`src/rtl/icache_data_sram_ctrl.sv`:
```
// rtl/icache_data_sram_ctrl.sv - I-cache data SRAM port arbiter: fetch reads vs two-beat refill writes.
// Optional ICACHE_SRAM_CTRL_STATS_EN adds stat_reads/stat_fills/stat_fetch_stalls counters.
module icache_data_sram_ctrl #(
    parameter int ADDR_WIDTH   = 6,
    parameter int DATA_WIDTH   = 128,
    parameter int STARVE_LIMIT = 4
) (
    input  logic                    clk,
    input  logic                    rst,
    input  logic                    fetch_req_valid,
    output logic                    fetch_req_ready,
    input  logic [ADDR_WIDTH-1:0]   fetch_req_idx,
    output logic                    fetch_resp_valid,
    output logic [DATA_WIDTH-1:0]   fetch_resp_data,
    input  logic                    fill_valid,
    output logic                    fill_ready,
    input  logic [ADDR_WIDTH-1:0]   fill_idx,
    input  logic [DATA_WIDTH/2-1:0] fill_data,
    output logic                    fill_line_done,
    output logic                    busy,
    output logic                    sram_csb,
    output logic                    sram_web,
    output logic [1:0]              sram_wmask,
    output logic [ADDR_WIDTH-1:0]   sram_addr,
    output logic [DATA_WIDTH-1:0]   sram_din,
    input  logic [DATA_WIDTH-1:0]   sram_dout
`ifdef ICACHE_SRAM_CTRL_STATS_EN
    ,
    output logic [15:0]             stat_reads,
    output logic [15:0]             stat_fills,
    output logic [15:0]             stat_fetch_stalls
`endif
);

    localparam int CNT_W = $clog2(STARVE_LIMIT + 1);
    localparam logic [CNT_W-1:0] STARVE_MAX = CNT_W'(STARVE_LIMIT);

    typedef enum logic {
        S_IDLE,
        S_FILL
    } state_e;

    state_e                  state_q, state_d;
    logic [ADDR_WIDTH-1:0]   fill_idx_q, fill_idx_d;
    logic [CNT_W-1:0]        starve_cnt_q, starve_cnt_d;
    logic                    rd_pend_q;
    logic                    resp_valid_q;
    logic [DATA_WIDTH-1:0]   resp_data_q;

    logic hazard;
    logic fetch_ok;
    logic fetch_gnt;
    logic fill_gnt;

    always_comb begin
        state_d        = state_q;
        fill_idx_d     = fill_idx_q;
        starve_cnt_d   = starve_cnt_q;
        fetch_gnt      = 1'b0;
        fill_gnt       = 1'b0;
        fill_line_done = 1'b0;
        sram_csb       = 1'b1;
        sram_web       = 1'b1;
        sram_wmask     = 2'b00;
        sram_addr      = '0;
        sram_din       = '0;

        // A fetch to the half-written line must wait, otherwise it reads a torn line.
        hazard   = (state_q == S_FILL) && (fetch_req_idx == fill_idx_q);
        fetch_ok = fetch_req_valid && !hazard;

        if (!rst) begin
            if (fetch_ok && (!fill_valid || starve_cnt_q == STARVE_MAX)) begin
                fetch_gnt = 1'b1;
            end else if (fill_valid) begin
                fill_gnt = 1'b1;
            end
        end

        if (fetch_gnt) begin
            sram_csb  = 1'b0;
            sram_addr = fetch_req_idx;
        end else if (fill_gnt) begin
            sram_csb = 1'b0;
            sram_web = 1'b0;
            sram_din = {fill_data, fill_data};
            if (state_q == S_IDLE) begin
                sram_wmask = 2'b01;
                sram_addr  = fill_idx;
                fill_idx_d = fill_idx;
                state_d    = S_FILL;
            end else begin
                sram_wmask     = 2'b10;
                sram_addr      = fill_idx_q;
                fill_line_done = 1'b1;
                state_d        = S_IDLE;
            end
        end

        if (fetch_gnt || !fetch_req_valid) begin
            starve_cnt_d = '0;
        end else if (fill_gnt && fetch_ok && starve_cnt_q != STARVE_MAX) begin
            starve_cnt_d = starve_cnt_q + CNT_W'(1);
        end
    end

    assign fetch_req_ready  = fetch_gnt;
    assign fill_ready       = fill_gnt;
    assign fetch_resp_valid = resp_valid_q;
    assign fetch_resp_data  = resp_data_q;
    assign busy             = (state_q == S_FILL) || rd_pend_q;

    always_ff @(posedge clk) begin
        if (rst) begin
            state_q      <= S_IDLE;
            fill_idx_q   <= '0;
            starve_cnt_q <= '0;
            rd_pend_q    <= 1'b0;
            resp_valid_q <= 1'b0;
            resp_data_q  <= '0;
        end else begin
            state_q      <= state_d;
            fill_idx_q   <= fill_idx_d;
            starve_cnt_q <= starve_cnt_d;
            rd_pend_q    <= fetch_gnt;
            resp_valid_q <= rd_pend_q;
            // sram_dout is only meaningful the cycle after a read grant.
            if (rd_pend_q) begin
                resp_data_q <= sram_dout;
            end
        end
    end

`ifdef ICACHE_SRAM_CTRL_STATS_EN
    logic [15:0] stat_reads_q, stat_fills_q, stat_stalls_q;

    always_ff @(posedge clk) begin
        if (rst) begin
            stat_reads_q  <= '0;
            stat_fills_q  <= '0;
            stat_stalls_q <= '0;
        end else begin
            if (fetch_gnt) begin
                stat_reads_q <= stat_reads_q + 16'd1;
            end
            if (fill_line_done) begin
                stat_fills_q <= stat_fills_q + 16'd1;
            end
            if (fetch_req_valid && !fetch_req_ready) begin
                stat_stalls_q <= stat_stalls_q + 16'd1;
            end
        end
    end

    assign stat_reads        = stat_reads_q;
    assign stat_fills        = stat_fills_q;
    assign stat_fetch_stalls = stat_stalls_q;
`endif

endmodule

```
`config.mk`:
```
export PLATFORM = sky130hd
export DESIGN_NAME = icache_data_sram_ctrl
export DESIGN_NICKNAME = d
export VERILOG_FILES = /design/src/rtl/icache_data_sram_ctrl.sv
export SDC_FILE = /design/constraint.sdc
export NUM_CORES = 1
export LEC_CHECK = 0
export ABC_AREA = 0
export CAP_MARGIN = 40
export CORE_AREA = 10 10 177 179
export CTS_CLUSTER_SIZE = 10
export DETAILED_ROUTE_END_ITERATION = 16
export DIE_AREA = 0 0 187 189
export GPL_TIMING_DRIVEN = 0
export SLEW_MARGIN = 20
export SYNTH_ARGS = -nofsm -noshare
export SYNTH_HDL_FRONTEND = slang
export SYNTH_SLANG_ARGS = --single-unit
export TNS_END_PERCENT = 1
```
`constraint.sdc`:
```
create_clock -name clk -period 5.48 [get_ports clk]
set_clock_uncertainty 0.05 [all_clocks]
set_input_delay 1.096 -clock clk [delete_from_list [all_inputs] [get_ports clk]]
set_output_delay 1.096 -clock clk [all_outputs]
set_load 0.005 [all_outputs]
```
# Word-level counts from Yosys, hierarchy flattened
# Index checks and enable logic that the tools add are counted.
# totals
out_inout_bits	271
mem_bits_rw	0
n_memories	0
input_bits	208
wordCells	44
latchBits	0
ff_bits	140
romBits	0
# op_classes
n_lt_le_gt_ge	0
bitwise_logic	1
eq_ne	3
n_reduce_logical	13
n_addsub	1
div_mod_pow	0
n_shift	0
multipliers	0
n_mux	20
# ops
op	count
two-way mux 128 bit	2
two-way mux 6 bit	3
two-way mux 1 bit	12
== test 6 bit	1
two-way mux 2 bit	3
logical AND 1 bit	5
adder 3 x 1 -> 3 bit, second input constant	1
== test 3 bit, second input constant	1
zero test 1 bit	3
logical OR 1 bit	3
!= test 3 bit, second input constant	1
AND reduction 2 bit	1
OR reduction 2 bit	1
NOT 1 bit	1

# Logic depth before layout (Yosys ltp)
# Gate-level depths: netlist of run 1.
# logic_depth
depth_word	9
mapped_depth	9
depth_no_buf	6

# Least setup slack after synthesis of run 1
# Ideal clock, no wire load.
# synth_timing
kind	input to output
start	in fetch_req_idx[4]
end	out sram_din[108]
path_slack_ns	2.054
arrival_time_ns	2.280
n_path_buf	3
required_ns	4.334
path_stages	7
path_cell_list	xor2_1 nor3_1 a22o_1 buf_2 clkbuf_1 and2_1 buf_4
# synth_between
elab_chain_len	9
elab_cells_between_ends	11
cone_classes	eq/ne: 1; mux: 6; reduce/logical: 4
# synth_rtl
item	line	text
start, declared	12	input logic [ADDR_WIDTH-1:0] fetch_req_idx,
== test 6 bit	69	hazard = (state_q == S_FILL) && (fetch_req_idx == fill_idx_q);
logical AND 1 bit	69	
zero test 1 bit	70	fetch_ok = fetch_req_valid && !hazard;
logical AND 1 bit	70	
logical AND 1 bit	73	if (fetch_ok && (!fill_valid || starve_cnt_q == STARVE_MAX)) begin
two-way mux 1 bit	73	
two-way mux 1 bit	72	if (!rst) begin
via fill_ready	16	output logic fill_ready,
two-way mux 128 bit	83	end else if (fill_gnt) begin
two-way mux 128 bit	80	if (fetch_gnt) begin
end, declared	25	output logic [DATA_WIDTH-1:0] sram_din,
# The timed path passes the listed nets, and every way through them passes these cells.

# Worst setup path in the final report of run 1
# layout_timing
start	in fetch_req_idx[2]
end	out sram_din[123]
# layout_between
elab_chain_len	9
elab_cells_between_ends	11
cone_classes	eq/ne: 1; mux: 6; reduce/logical: 4
# layout_rtl
item	line
== test 6 bit (*)	69
logical AND 1 bit (*)	69
zero test 1 bit (*)	70
logical AND 1 bit (*)	70
logical AND 1 bit (*)	73
two-way mux 1 bit	73
two-way mux 1 bit	72
two-way mux 128 bit	83
two-way mux 128 bit (*)	80
# Every way passes the cells marked *; elsewhere a longest branch is shown, timed or not.

==> impl_metrics.csv, run 1 <==
group,metric,value,unit
global_route,grt-ovfl-total,0,
yosys,yosysUniqueCellTypes,33,
status,outcome,"finished clean",
global_route,grt_use_total,16.0,%
timing,hold_ws,0.434,ns
detailed_routing,first_pass_iters,4,
cts,holdBufCountCts,0,
detailed_routing,routed_via_density,3.97,
detailed_routing,wl_per_cell,19.4,microns
floorplanning,io_pins,479,
timing,tightest_slew,0.782,ns
timing,rsz0062_at_grt,"false",
worst_setup_path,cp_max_fo,10,
yosys,yosysTopAreaCell,"dfxtp_1",
yosys,seq_area_frac_synth,45.5,%
worst_setup_path,path_class,"input pin to output port",
yosys,synthArstFlopShare,0,%
floorplanning,initial_core_util,22.3,%
floorplanning,die_h,189,microns
power,p_per_area,230,nW/um^2
cts,cts_root_buffer,"clkbuf_16",
timing,finalSetupViolations,0,
placed_design,dp_hpwl,24800,microns
yosys,synth_flop_cell,"dfxtp_1",
power,finalPower,2.77,mW
yosys,synth_top_area_share,45.5,%
timing,fin_crit,5.01,ns
yosys,synth_edf_count,0,
global_route,grt_max_degree,17,
cts,cts.clk_slew.worst_paths,0.06,ns
yosys,yosys_warnings,0,
finish,layout.nets,1344,
cts,numCtsBuffers,17,
floorplanning,rows,61,
worst_setup_path,crit_required,4.33,ns
yosys,yosys-top-cells-area,"dfxtp_1, mux2i_1, nor2_1",
cts,clock_latency,0.41,ns
timing,max-slew-margin-rel,47.9,%
power,peakVddDrop,0.196,mV
detailed_routing,drc_errors,0,
min_path,hp-class,"register to register",
timing,setup_ws,0.468,ns
placed_design,dp_cells,1493,
yosys,synth_most_common_cell,"dfxtp_1",
timing,fmax,200,MHz
timing,setup_tns,0,ns
finish,drive_gt1_share,10.0,%
detailed_routing,routed_wl,29700,microns
global_route,first_global_vias,6287,
placed_design,post-place-ws,0.373,ns
timing,slew_viol_final,0,
worst_setup_path,crit_arrival,3.87,ns
detailed_routing,vias,6069,
yosys,syn_area,6160,sq um
cts,htreeDepth,4,
power,power_leakage,4.54,nW
timing,layout_worst_path_cycle_share,91.5,%
cts,post_cts_buffers,0,
finish,area_growth,95.5,%
worst_setup_path,start_kind,"input pin",
yosys,ys_seq_elements,140,
cts,clock-sinks,140,
yosys,syn-num-nets,846,
detailed_routing,drtIter0Drc,178,
timing,finalHoldViolCount,0,
detailed_routing,ant_nets,0,
flow_run,maxCapViolCount,0,
finish,fin_cells,1527,
placed_design,numPortBuffers,478,
cts,cts_tree,"yes",
worst_setup_path,worst_setup_path_end_kind,"output port",
cts,cts_buffer_depth,2,
yosys,syn_avg_cell_area,9.69,sq um
floorplanning,fp.dieArea,35300,sq um
global_route,antenna_found_initial,2,
cts,cts_resized,0,
floorplanning,coreArea,27600,sq um
placed_design,place_congestion,0.817,
yosys,syn-instance-count,636,
yosys,synth_common_cells,"dfxtp_1, nor2_1, mux2i_1",
global_route,grt_pass1_wl,43200,microns
floorplanning,dieWidth,187,microns
-- layout make-up --
cell class / instances / area (sq um)
multi-input combinational: 386 / 2700
inverter: 4 / 15.0
tap: 378 / 473
sequential: 140 / 2800
clock buffer: 18 / 439
timing repair buffer: 479 / 4800
buffer: 106 / 648
antenna: 2 / 5.00
clock inverter: 14 / 169
fill: 2752 / 15600
-- stage by stage --
step           util (%)  cell area, sq um
2_1_floorplan         -              6160
3_3_place_gp       41.3             11400
3_5_place_dp       41.4             11400
4_1_cts            43.6             12000
5_1_grt            43.6             12100
6_report           43.6             12100
-- cells by family (layout without fill, tap and decap cells) --
family,Yosys count,in the layout,synth area share (%)
buffers and inverters,110,621,10.8
adders and majority gates,2,2,0.406
DFF,140,140,45.5
and+or+nand+nor,215,215,16.3
AOI/OAI and AO/OA,23,23,3.37
xor gates and xnor gates,6,6,0.853
other,0,2,0
muxes,140,140,22.9
-- sequential cells by signal, summed over array words and instances, names as in the netlist --
signal	count
fetch_resp_data	128
fill_idx_q	6
starve_cnt_q	3
fetch_resp_valid	1
rd_pend_q	1
state_q	1
-- path summary, 6_finish.rpt --
check             cells past startpoint               to  slack (ns)              from
setup / recovery                      9    sram_din[123]        0.47  fetch_req_idx[2]
hold / removal                        2  starve_cnt_q[1]        0.43   starve_cnt_q[1]
setup reg to reg                      6    fill_idx_q[4]        3.31   starve_cnt_q[0]
hold reg to reg                       2  starve_cnt_q[1]        0.43   starve_cnt_q[1]
-- cells in the final DEF (no fill, tap or decap), types with 2 or more instances in the layout --
master           Yosys  layout
buf_2                5       5
mux2_2               6       6
nand3_1              2       2
dfxtp_1            140     140
xnor2_1              3       3
clkbuf_1            26      26
mux2i_1            134     134
a22o_1               8       8
nand2_1              2       2
buf_4               65      65
nor2b_1              2       2
and2_1              65      65
inv_8                0       4
clkdlybuf4s50_1      0     478
nor2_1             137     137
clkinv_8             0       2
a21o_1               2       2
inv_1                4       4
inv_6                0       6
and4_1               2       2
xor2_1               3       3
buf_1               10      10
diode_2              0       2
a21oi_1              5       5
ha_1                 2       2
clkbuf_16            0      17
-- critical path, cell delays in order --
cell and delay [ns]:
clkdlybuf4s50_1 0.44, xor2_1 0.15, nor3_1 0.42, a22o_1 0.19, buf_2 0.24, clkbuf_1 0.43, and2_1 0.23, buf_4 0.11
clkdlybuf4s50_1 0.54
-- where the power goes --
group | switching (mW) | total [mW] | leakage [nW] | internal [mW]
clock | 0.528 | 1.20 | 0.300 | 0.668
combinational | 0.175 | 0.506 | 3.10 | 0.331
sequential | 0.0200 | 1.07 | 1.14 | 1.05
-- per-layer routing --
layer | part of all wire (%) | GRT usage, %
met1 | 39 | 17.1
met2 | 50 | 27.9
met3 | 9.9 | 7.77
met4 | 1.0 | 3.78
met5 | 0 | 0
Note: power is estimated with default switching activity, not from simulation.
==> run 2: changes to the inputs <==
Settings changed: PLACE_DENSITY set to 0.59, SLEW_MARGIN 20 to not set.
==> run 2 against run 1 <==
Count of clock-buffer cells in the layout unchanged. Cell area down 0.17%. Critical path depth unchanged. Hold slack about the same. Die area unchanged. Routed wire length down 2.6%. Setup slack better by 0.0016 ns. Largest cell class unchanged.
==> impl_metrics.csv, run 2 (same netlist as run 1, synthesis figures left out) <==
group,metric,value,unit
min_path,hp-class,"register to register",
detailed_routing,wl_per_cell,18.9,microns
global_route,grt-ovfl-total,0,
detailed_routing,first_pass_iters,4,
finish,mostFrequentLayoutCells,"clkdlybuf4s50_1, dfxtp_1, nor2_1",
cts,clock-sinks,140,
worst_setup_path,rr_startpoint,"starve_cnt_q[0]",
detailed_routing,drtIter0Drc,112,
floorplanning,die_h,189,microns
timing,max-slew-margin-rel,48.9,%
cts,cts_tree,"yes",
floorplanning,fp.dieArea,35300,sq um
power,p_comb_share,18.3,%
finish,area_growth,95.1,%
power,p_per_area,229,nW/um^2
power,power_leakage,4.53,nW
power,clkPwrFrac,42.8,%
floorplanning,dieWidth,187,microns
global_route,grt_pass1_wl,42200,microns
min_path,hold_depth,2,
cts,clock_latency,0.41,ns
worst_setup_path,worst_setup_path_end_kind,"output port",
finish,drive_gt1_share,9.94,%
worst_setup_path,path_class,"input pin to output port",
worst_setup_path,timing.rr.end,"fill_idx_q[5]",
worst_setup_path,rrSetupSlack,3.35,ns
finish,largest_reg_flops,128,
placed_design,place_congestion,0.801,
cts,cts_resized,0,
timing,setup_tns,0,ns
timing,rsz0062_at_grt,"false",
detailed_routing,routed_via_density,3.95,
detailed_routing,routed_wl,28900,microns
cts,holdBufCountCts,0,
detailed_routing,ant_nets,0,
worst_setup_path,ff2ff_path_depth,6,
finish,post-route-util,43.5,%
global_route,antenna_found_initial,0,
worst_setup_path,cp_max_fo,10,
power,seqPwrFrac,39.0,%
power,p_int,2.04,mW
cts,cts_root_buffer,"clkbuf_16",
timing,hold_ws,0.434,ns
cts,post_cts_buffers,0,
flow_run,maxCapViolCount,0,
placed_design,numPortBuffers,478,
worst_setup_path,startpoint,"rst",
global_route,first_global_vias,6208,
detailed_routing,vias,6019,
floorplanning,rows,61,
floorplanning,io_pins,479,
cts,numCtsBuffers,17,
cts,cts.clk_slew.worst_paths,0.06,ns
global_route,grt_use_total,15.6,%
finish,mostFrequentLayoutCell,"clkdlybuf4s50_1",
timing,finalSetupViolations,0,
worst_setup_path,start_kind,"input pin",
detailed_routing,drc_errors,0,
global_route,grt_max_degree,17,
finish,layout.nets,1344,
floorplanning,coreArea,27600,sq um
timing,setup_ws,0.469,ns
placed_design,dp_hpwl,24200,microns
cts,htreeDepth,4,
timing,layout_worst_path_cycle_share,91.4,%
worst_setup_path,crit_arrival,3.86,ns
timing,fmax,200,MHz
power,peakVddDrop,0.157,mV
placed_design,post-place-ws,0.350,ns
finish,diodes,0,
timing,slew_viol_final,0,
min_path,hold_start,"starve_cnt_q[1]",
floorplanning,initial_core_util,22.3,%
power,p_sw_share,25.9,%
finish,nFillCells,2730,
cts,cts_buffer_depth,2,
power,p_sw,0.713,mW
status,outcome,"finished clean",
timing,finalHoldViolCount,0,
timing,fin_crit,5.01,ns
worst_setup_path,crit_required,4.33,ns
worst_setup_path,crit_end,"sram_din[114]",
timing,tightest_slew,0.767,ns
[run 2: power groups by stage]
| stage | Combinational, mW | Sequential (mW) | Clock (mW) |
|---|---|---|---|
| after floorplan | 0.160 | 1.10 | 0 |
| after global placement | 0.508 | 1.09 | 0 |
| after detailed placement | 0.511 | 1.09 | 0 |
| after CTS | 0.514 | 1.07 | 1.22 |
| after global routing | 0.542 | 1.08 | 1.26 |
| final | 0.503 | 1.07 | 1.18 |
[run 2: critical path, cell delays in order]
cell and delay (ns):
clkdlybuf4s50_1 0.61, and3b_2 0.31, and4_1 0.19, a22o_1 0.11, buf_2 0.22, clkbuf_1 0.39, and2_1 0.27, buf_4 0.13
clkdlybuf4s50_1 0.52
[run 2: worst min path at each step]
stage | end | slack (ns)
finish | starve_cnt_q[1] | 0.43
global placement | fetch_resp_data[81] | 0.42
detailed placement | fetch_resp_data[77] | 0.43
CTS | starve_cnt_q[1] | 0.44
floorplan | starve_cnt_q[1] | 0.41
global route | fetch_resp_data[101] | 0.47
[run 2: final cells by class]
cell class                 instances  area, sq um  area share [%]
timing repair buffer             479         4800            39.9
multi-input combinational        386         2700            22.4
sequential                       140         2800            23.3
clock buffer                      18          429            3.57
buffer                           106          648            5.39
tap                              378          473            3.93
clock inverter                    14          164            1.36
inverter                           4         15.0           0.125
[run 2: layer usage]
| layer | track usage, % | vias up | wire length [microns] |
|---|---|---|---|
| li1 | - | 3038 | - |
| met1 | 16.3 | 2701 | 11200 |
| met2 | 27.9 | 269 | 14600 |
| met3 | 7.63 | 11 | 2910 |
| met4 | 3.32 | 0 | 195 |
| met5 | 0 | - | 0 |
[run 2: through the flow]
stage          cells  cell area [sq um]  power, mW
2_1_floorplan    636               6160       1.26
3_3_place_gp    1492              11400       1.60
3_5_place_dp    1493              11400       1.61
4_1_cts         1525              12000       2.81
5_1_grt         1525              12000       2.88
6_report        1525              12000       2.75
==> run 3: changes to the inputs <==
Clock period 5.48 ns to 6.2 ns, I/O delays scaled along.
==> results of run 3 <==
Same layout as run 2 (identical final DEF). Status: finished clean.
Main changes from that run: setup slack after placement 0.350 ns -> 0.782 ns; setup slack after layout 0.469 ns -> 0.901 ns; register-to-register setup slack 3.35 ns -> 4.07 ns; total power 2.75 mW -> 2.43 mW; worst IR drop on VDD 0.157 mV -> 0.138 mV
